[config.mk]
export PLATFORM = sky130hd
export DESIGN_NAME = poly_voice_mixer
export DESIGN_NICKNAME = d
export VERILOG_FILES = /design/src/rtl/poly_voice_mixer.sv
export SDC_FILE = /design/constraint.sdc
export NUM_CORES = 1
export LEC_CHECK = 0
export CORE_MARGIN = 1
export CORE_UTILIZATION = 51
export DETAILED_ROUTE_END_ITERATION = 8
export PLACE_DENSITY_LB_ADDON = 0.12
export SYNTH_ARGS = -nofsm -noshare
export SYNTH_HDL_FRONTEND = slang
export SYNTH_SLANG_ARGS = --single-unit
[constraint.sdc]
create_clock -name clk -period 4.3 [get_ports clk]
set_input_delay 0.43 -clock clk [delete_from_list [all_inputs] [get_ports clk]]
set_output_delay 0.43 -clock clk [all_outputs]
set_load 0.02 [all_outputs]
[src/rtl/poly_voice_mixer.sv]
// ---------------------------------------------------------------------------
// poly_voice_mixer : N-voice serial sample mixer with attenuation/saturation
// Revision: 1.0
// ---------------------------------------------------------------------------
`default_nettype none

module poly_voice_mixer #(
    parameter int NUM_VOICES = 4,
    parameter int SAMPLE_W   = 16,
    parameter int TIMEOUT    = 64,
    parameter int ATTN_W     = 3
) (
    input  logic                           clk,
    input  logic                           reset,
    input  logic                           generate_next_sample,
    input  logic [NUM_VOICES-1:0]          voice_active,
    input  logic [NUM_VOICES*SAMPLE_W-1:0] voice_sample,
    input  logic [NUM_VOICES-1:0]          voice_ready,
    input  logic [ATTN_W-1:0]              master_attn,
    input  logic                           clear_flags,
    output logic [SAMPLE_W-1:0]            sample_out,
    output logic                           new_sample_ready,
    output logic                           underrun,
    output logic                           overrun,
    output logic                           busy
);

    localparam int ACC_W = SAMPLE_W + 4;
    localparam int IDX_W = (NUM_VOICES > 1) ? $clog2(NUM_VOICES) : 1;
    localparam int TMR_W = $clog2(TIMEOUT);
    localparam logic signed [ACC_W-1:0] SAT_MAX = {5'b00000, {(SAMPLE_W-1){1'b1}}};
    localparam logic signed [ACC_W-1:0] SAT_MIN = {5'b11111, {(SAMPLE_W-1){1'b0}}};

    typedef enum logic [1:0] {
        S_IDLE    = 2'd0,
        S_COLLECT = 2'd1,
        S_ACCUM   = 2'd2,
        S_OUTPUT  = 2'd3
    } state_t;

    state_t                               state_q, state_d;
    logic [NUM_VOICES-1:0]                act_q, act_d;
    logic [NUM_VOICES-1:0]                got_q, got_d;
    logic [NUM_VOICES-1:0][SAMPLE_W-1:0]  smp_q, smp_d;
    logic [TMR_W-1:0]                     timer_q, timer_d;
    logic [IDX_W-1:0]                     idx_q, idx_d;
    logic signed [ACC_W-1:0]              acc_q, acc_d;
    logic [SAMPLE_W-1:0]                  sample_q, sample_d;
    logic                                 rdy_q, rdy_d;
    logic                                 under_q, under_d;
    logic                                 over_q, over_d;

    logic [NUM_VOICES-1:0]                w_cap;
    logic signed [ACC_W-1:0]              w_term;
    logic signed [ACC_W-1:0]              w_sum;
    logic signed [ACC_W-1:0]              w_shift;
    logic                                 w_under_set;
    logic                                 w_over_set;

    always_ff @(posedge clk) begin
        if (reset) begin
            state_q  <= S_IDLE;
            act_q    <= '0;
            got_q    <= '0;
            smp_q    <= '0;
            timer_q  <= '0;
            idx_q    <= '0;
            acc_q    <= '0;
            sample_q <= '0;
            rdy_q    <= 1'b0;
            under_q  <= 1'b0;
            over_q   <= 1'b0;
        end else begin
            state_q  <= state_d;
            act_q    <= act_d;
            got_q    <= got_d;
            smp_q    <= smp_d;
            timer_q  <= timer_d;
            idx_q    <= idx_d;
            acc_q    <= acc_d;
            sample_q <= sample_d;
            rdy_q    <= rdy_d;
            under_q  <= under_d;
            over_q   <= over_d;
        end
    end

    always_comb begin
        state_d     = state_q;
        act_d       = act_q;
        got_d       = got_q;
        smp_d       = smp_q;
        timer_d     = timer_q;
        idx_d       = idx_q;
        acc_d       = acc_q;
        sample_d    = sample_q;
        rdy_d       = 1'b0;
        w_cap       = '0;
        w_under_set = 1'b0;
        w_over_set  = generate_next_sample && (state_q != S_IDLE);

        w_term  = (act_q[idx_q] && got_q[idx_q])
                ? {{4{smp_q[idx_q][SAMPLE_W-1]}}, smp_q[idx_q]} : '0;
        w_sum   = acc_q + w_term;
        // The final add, shift and clamp share one cycle so the result lands on OUTPUT entry.
        w_shift = w_sum >>> master_attn;

        case (state_q)
            S_IDLE: begin
                if (generate_next_sample) begin
                    act_d   = voice_active;
                    w_cap   = voice_ready & voice_active;
                    got_d   = w_cap;
                    timer_d = '0;
                    acc_d   = '0;
                    idx_d   = '0;
                    state_d = S_COLLECT;
                end
            end
            S_COLLECT: begin
                w_cap   = voice_ready & act_q;
                got_d   = got_q | w_cap;
                timer_d = timer_q + 1'b1;
                if (&(got_d | ~act_q)) begin
                    state_d = S_ACCUM;
                end else if (timer_q == TMR_W'(TIMEOUT - 1)) begin
                    w_under_set = 1'b1;
                    state_d     = S_ACCUM;
                end
            end
            S_ACCUM: begin
                acc_d = w_sum;
                idx_d = idx_q + 1'b1;
                if (idx_q == IDX_W'(NUM_VOICES - 1)) begin
                    if (w_shift > SAT_MAX) begin
                        sample_d = SAT_MAX[SAMPLE_W-1:0];
                    end else if (w_shift < SAT_MIN) begin
                        sample_d = SAT_MIN[SAMPLE_W-1:0];
                    end else begin
                        sample_d = w_shift[SAMPLE_W-1:0];
                    end
                    rdy_d   = 1'b1;
                    state_d = S_OUTPUT;
                end
            end
            S_OUTPUT: begin
                state_d = S_IDLE;
            end
            default: begin
                state_d = S_IDLE;
            end
        endcase

        for (int i = 0; i < NUM_VOICES; i++) begin
            if (w_cap[i]) begin
                smp_d[i] = voice_sample[i*SAMPLE_W +: SAMPLE_W];
            end
        end

        under_d = (under_q && !clear_flags) || w_under_set;
        over_d  = (over_q && !clear_flags) || w_over_set;
    end

    assign sample_out       = sample_q;
    assign new_sample_ready = rdy_q;
    assign underrun         = under_q;
    assign overrun          = over_q;
    assign busy             = (state_q != S_IDLE);

endmodule

`default_nettype wire

# [Yosys cells after proc, flatten, opt, wreduce, memory -nomap -nowiden]
# Cells that the tools add are included.
[totals] reg_bits=121 latch_bits=0 ramBits=0 rom_bits=0 input_bits=79 output_inout_bits=20 elab_cells=81 memories=0
[op_classes] n_addsub=3 n_mul=0 n_div=0 magnitude_cmp=3 n_eq_ne=8 shifts=1 muxes=28 bitwise_logic=6 reduce_logical=18
[op_table] op="2-to-1 mux 16 bit" n=3
[op_table] op="2-to-1 mux 20 bit" n=2
[op_table] op="case mux 20 bit (2 select lines)" n=1
[op_table] op="binary-select mux 16 bit (select 2 bit)" n=1
[op_table] op="adder 20 bit" n=1
[op_table] op="> comparator 20 x 16 -> 1 bit (second input constant)" n=1
[op_table] op="< comparator 20 x 16 -> 1 bit (second input constant)" n=1
[op_table] op=">>> shifter 20 x 3 -> 20 bit" n=1
[op_table] op="case mux 4 bit (2 select lines)" n=2
[op_table] op="case mux 6 bit (2 select lines)" n=1
[op_table] op="2-to-1 mux 2 bit" n=5
[op_table] op="AND 4 bit" n=2
[op_table] op="2-to-1 mux 4 bit" n=2
[op_table] op="bitwise OR 4 bit" n=2
[op_table] op="case mux 2 bit (4 select lines)" n=1
[op_table] op="AND reduction 2 bit" n=4
[op_table] op="adder 6 x 1 -> 6 bit (second input constant)" n=1
[op_table] op="equality test 2 bit (second input constant)" n=3
[op_table] op="equality test 6 bit (second input constant)" n=1
[op_table] op="2-to-1 mux 1 bit" n=6
[op_table] op="2-to-1 mux 6 bit" n=1
[op_table] op="nonzero test 2 bit" n=3
[op_table] op="binary-select mux 1 bit (select 2 bit)" n=2
[op_table] op="logical AND 1 bit" n=4
[op_table] op="14 further kinds" n=16

# [Longest topological paths before layout]
[logic_depth] depth_word=9 ltp_mapped=17 mapped_depth_nobuf=14

# [Worst setup path after synthesis]
# Ideal clock, no wire load.
[synth_timing] kind="reg2reg" start="register idx_q[0]" end="register sample_q[13], in the netlist sample_out[13]" setup_time_ps=80 t_arrival_ps=4181 required_ps=4220 setup_slack_ps=39 path_stages_with_launch=17 n_path_buf=3 cell_sequence="dfxtp_1 buf_6 buf_1 mux4_2 nor2b_1 ha_1 fa_1 a21o_1 o2bb2ai_1 a211oi_2 o21ai_0 a211o_1 a2111oi_4 a31o_4 buf_12 o31ai_2 a211oi_2"
[synth_between] elab_chain_cells=9 elab_cells_between_ends=16 cone_classes="add/sub: 1; order compare: 2; eq/ne: 1; shift: 1; mux: 9; reduce/logical: 2"
[synth_rtl] item="start, declared" line="46" text="logic [IDX_W-1:0] idx_q, idx_d;"
[synth_rtl] item="start signal, assigned" line="79" text="idx_q <= idx_d;"
[synth_rtl] item="binary-select mux 1 bit (select 2 bit)" line="102" text="w_term = (act_q[idx_q] && got_q[idx_q])"
[synth_rtl] item="2-to-1 mux 1 bit (not written as such)" line="102"
[synth_rtl] item="logical AND 1 bit" line="102"
[synth_rtl] item="2-to-1 mux 20 bit" line="103" text="? {{4{smp_q[idx_q][SAMPLE_W-1]}}, smp_q[idx_q]} : '0;"
[synth_rtl] item="adder 20 bit" line="104" text="w_sum = acc_q + w_term;"
[synth_rtl] item=">>> shifter 20 x 3 -> 20 bit" line="106" text="w_shift = w_sum >>> master_attn;"
[synth_rtl] item="< comparator 20 x 16 -> 1 bit" line="137" text="end else if (w_shift < SAT_MIN) begin"
[synth_rtl] item="2-to-1 mux 16 bit" line="137"
[synth_rtl] item="2-to-1 mux 16 bit" line="135" text="if (w_shift > SAT_MAX) begin"
[synth_rtl] item="end signal, assigned" line="81" text="sample_q <= sample_d;"
[synth_rtl] item="end, declared" line="48" text="logic [SAMPLE_W-1:0] sample_q, sample_d;"
# Parallel ways exist; a longest one is shown, timed or not. The select of a mux whose other input is x is not followed.
# A chain may end at the register's enable or synchronous reset.

# [Worst setup path in the final report]
[layout_timing] start="register idx_q[0]" end="register sample_q[8], in the netlist sample_out[8]"
# The elaborated chain is that of the path after synthesis.

==> flow_summary.json <==
{
  "rows": 43,
  "cts_max_level": 4,
  "totalWireLength_um": 19500,
  "postCtsHoldBufs": 0,
  "die_x_um": 122,
  "end_kind": "flip-flop",
  "ir_drop_v": 0.000350,
  "syn_avg_cell_area_um2": 8.62,
  "cts_root_buffer": "clkbuf_16",
  "hold_viol": 0,
  "overflow": 0,
  "finalClockSkew_ps": 7.64,
  "syn_nets": 959,
  "synth-edff-count": 0,
  "cts_tree": "built",
  "gp_congestion": 0.933,
  "grt_start_max_net_pins": 84,
  "area.growth.synth_to_final_pct": 23.9,
  "synth-xor-area-share_pct": 2.24,
  "power_density_mw_per_mm2": 373,
  "synth_warnings": 0,
  "initial_core_util_pct": 52.7,
  "min_from": "acc_q[10]",
  "pre_cts_ws_ps": 173,
  "first_pass_iters": 6,
  "vias_per_cell": 5.98,
  "worst-endpoint-required_ps": 4640,
  "status": "finished, final reports clean",
  "cp-start-kind": "flip-flop",
  "crit_start": "idx_q[0]",
  "final_util_pct": 65.3,
  "synth_compound_area_share_pct": 19.1,
  "remaining_drc_errors": 0,
  "postRouteAntennaNets": 0,
  "synth.distinct_cells": 76,
  "io_buffer_count": 98,
  "async_reset_ff_share_pct": 0,
  "period_share_pct": 95.9,
  "synth_area_mm2": 0.00737,
  "finalSetupViolations": 0,
  "clk_path_buf_depth": 2,
  "pwr-share-comb_pct": 21.8,
  "sw_frac_of_total_pct": 31.3,
  "final_cell_area_mm2": 0.00914,
  "yosys_register_bits": 121,
  "wl_per_cell_um": 17.2,
  "die_y_um": 122,
  "die-area_mm2": 0.0149,
  "total_power_mw": 3.41,
  "worstSetupPathType": "flip-flop to flip-flop",
  "clock_latency_ps": 420,
  "syn_inst": 855,
  "timing.fmax_mhz": 242,
  "drv_slew": 0,
  "grt_pass1_vias": 6524,
  "slew_headroom_pct": 26.9,
  "synth_adder_area_share_pct": 4.34,
  "clkTransAtPathRegs_ps": 60,
  "fillers": 1178,
  "dp_hpwl_um": 14100,
  "grt_usage_pct": 26.7,
  "grt_busiest_layer": "met2",
  "vias": 6780,
  "met1_usage_pct": 33.0,
  "layout_common_cells": "158 x nor2_1, 120 x dfxtp_1, 97 x clkdlybuf4s50_1, 73 x mux2i_1, 70 x nand2_1",
  "dpl_cell_area_mm2": 0.00850,
  "min_path_type": "flip-flop to flip-flop",
  "drive_gt1_share_pct": 13.1,
  "grt_pass1_wl_um": 31300,
  "synthMuxAreaShare_pct": 16.8,
  "period_minus_slack_ps": 4120,
  "clockPowerShare_pct": 41.2,
  "antenna_cells": 0,
  "layout_setup_ws_ps": 175,
  "cap_violations": 0,
  "path_max_fanout": 15,
  "synth_top_family_by_area": "simple AND/OR/NAND/NOR gates",
  "drt_iter0_drc": 477,
  "layout_commonest_cell": "nor2_1",
  "p_leak_nw": 3.83,
  "io_pins": 99,
  "use_met2_pct": 45.8,
  "antenna_found_initial": 0,
  "fin_setup_tns_ps": 0,
  "nets": 1044,
  "cts_buffers": 17,
  "core_area_mm2": 0.0140,
  "synth_flop_cell": "dfxtp_1",
  "yosys.area_share.simple_pct": 20.1,
  "use_met3_pct": 4.69,
  "crit_arrival_ps": 4460,
  "netSwitchingPower_mw": 1.07,
  "cts_sinks": 121,
  "seqPwrFrac_pct": 36.9,
  "intPower_mw": 2.34,
  "worst_pin_slew_ps": 1090,
  "ys_seq_area_share_pct": 32.9,
  "reg2reg_from": "idx_q[0]"
}
[layer usage]
layer	wire length [um]	part of all wire, %
met2	9690	50
met4	419	2.1
met1	8570	44
met5	0	0
met3	816	4.2
[sequential cells by signal (all words and copies together), names as in the netlist]
signal / cells
state_q: 2
got_q: 4
idx_q: 2
timer_q: 6
underrun: 1
act_q: 4
sample_out: 16
overrun: 1
acc_q: 20
new_sample_ready: 1
smp_q: 64
[what timing repair did]
item,CTS,global route
buffers inserted,0,3
setup endpoints to repair,0,15
gates resized for setup,0,5
[Yosys cell counts, types with 5 or more instances]
| library cell | count | area (um^2) |
|---|---|---|
| nor2_1 | 158 | 593 |
| dfxtp_1 | 121 | 2420 |
| mux2i_1 | 73 | 731 |
| nand2_1 | 70 | 263 |
| a21oi_1 | 43 | 215 |
| clkbuf_1 | 43 | 161 |
| ha_1 | 24 | 300 |
| nand3_1 | 22 | 110 |
| o21ai_0 | 20 | 100 |
| mux4_2 | 19 | 428 |
| nor2b_1 | 19 | 119 |
| a211oi_1 | 18 | 135 |
| a22oi_1 | 17 | 128 |
| inv_1 | 14 | 52.6 |
| nor3_1 | 14 | 70.1 |
| a211oi_2 | 13 | 163 |
| xnor2_1 | 9 | 78.8 |
| and2_1 | 8 | 50.1 |
| and3_1 | 8 | 50.1 |
| xor2_1 | 8 | 70.1 |
| nor4_1 | 7 | 43.8 |
| a21o_1 | 6 | 45.0 |
| a31oi_1 | 6 | 37.5 |
| buf_2 | 6 | 30.0 |
| mux2_2 | 6 | 67.6 |
| nand4_1 | 6 | 37.5 |
| buf_1 | 5 | 18.8 |
| nand2b_1 | 5 | 31.3 |
| o211ai_1 | 5 | 37.5 |
| o21ai_1 | 5 | 25.0 |
| o21ai_2 | 5 | 43.8 |
[cell type report]
| class | instances | area (um^2) | share of cell area, % |
|---|---|---|---|
| flip-flops and latches | 121 | 2420 | 26.5 |
| clock inverters | 15 | 155 | 1.70 |
| clock buffers | 17 | 425 | 4.65 |
| multi-input cells | 660 | 4650 | 50.9 |
| well taps | 180 | 225 | 2.46 |
| repair buffers | 124 | 1200 | 13.1 |
| inverters | 16 | 60.1 | 0.657 |
[kinds of logic (layout without fill, tap and decap cells)]
family,count (synthesis),count (layout)
AO/OA/AOI/OAI,186,186
flip-flops,121,121
multiplexers,99,100
XOR/XNOR,18,18
adder cells (fa/ha/maj),25,25
AND/OR/NAND/NOR,331,331
buffers and inverters,75,172
[power groups by stage]
stage          sequential (mW)  combinational (mW)  clock, mW
2_1_floorplan             1.26               0.508          0
3_3_place_gp              1.28               0.717          0
3_5_place_dp              1.28               0.740          0
4_1_cts                   1.26               0.745       1.42
5_1_grt                   1.27               0.815       1.48
6_report                  1.26               0.744       1.41
[per-stage QoR]
stage / hold slack (ps) / cells
floorplan: 441 / 855
global placement: 453 / 1097
detailed placement: 458 / 1097
CTS: 466 / 1129
global route: 486 / 1133
finish: 467 / 1133
[worst max-delay path, stage by stage (launching register included)]
cell and delay [ps]:
dfxtp_1 360, buf_12 180, buf_4 180, mux4_2 520, nor2b_1 150, ha_1 440, and4_1 230, nand3_1 170
a211oi_2 280, o22ai_2 160, mux2_4 330, a2111oi_4 290, a31o_4 340, buf_4 160, o21ai_2 50, a211oi_2 200
[final timing paths]
kind | end | cells after the start | slack [ps]
max | sample_out[8] | 15 | 180
min | acc_q[10] | 2 | 470
max reg2reg | sample_out[8] | 15 | 180
min reg2reg | acc_q[10] | 2 | 470
(Power assumes the default switching activity.)
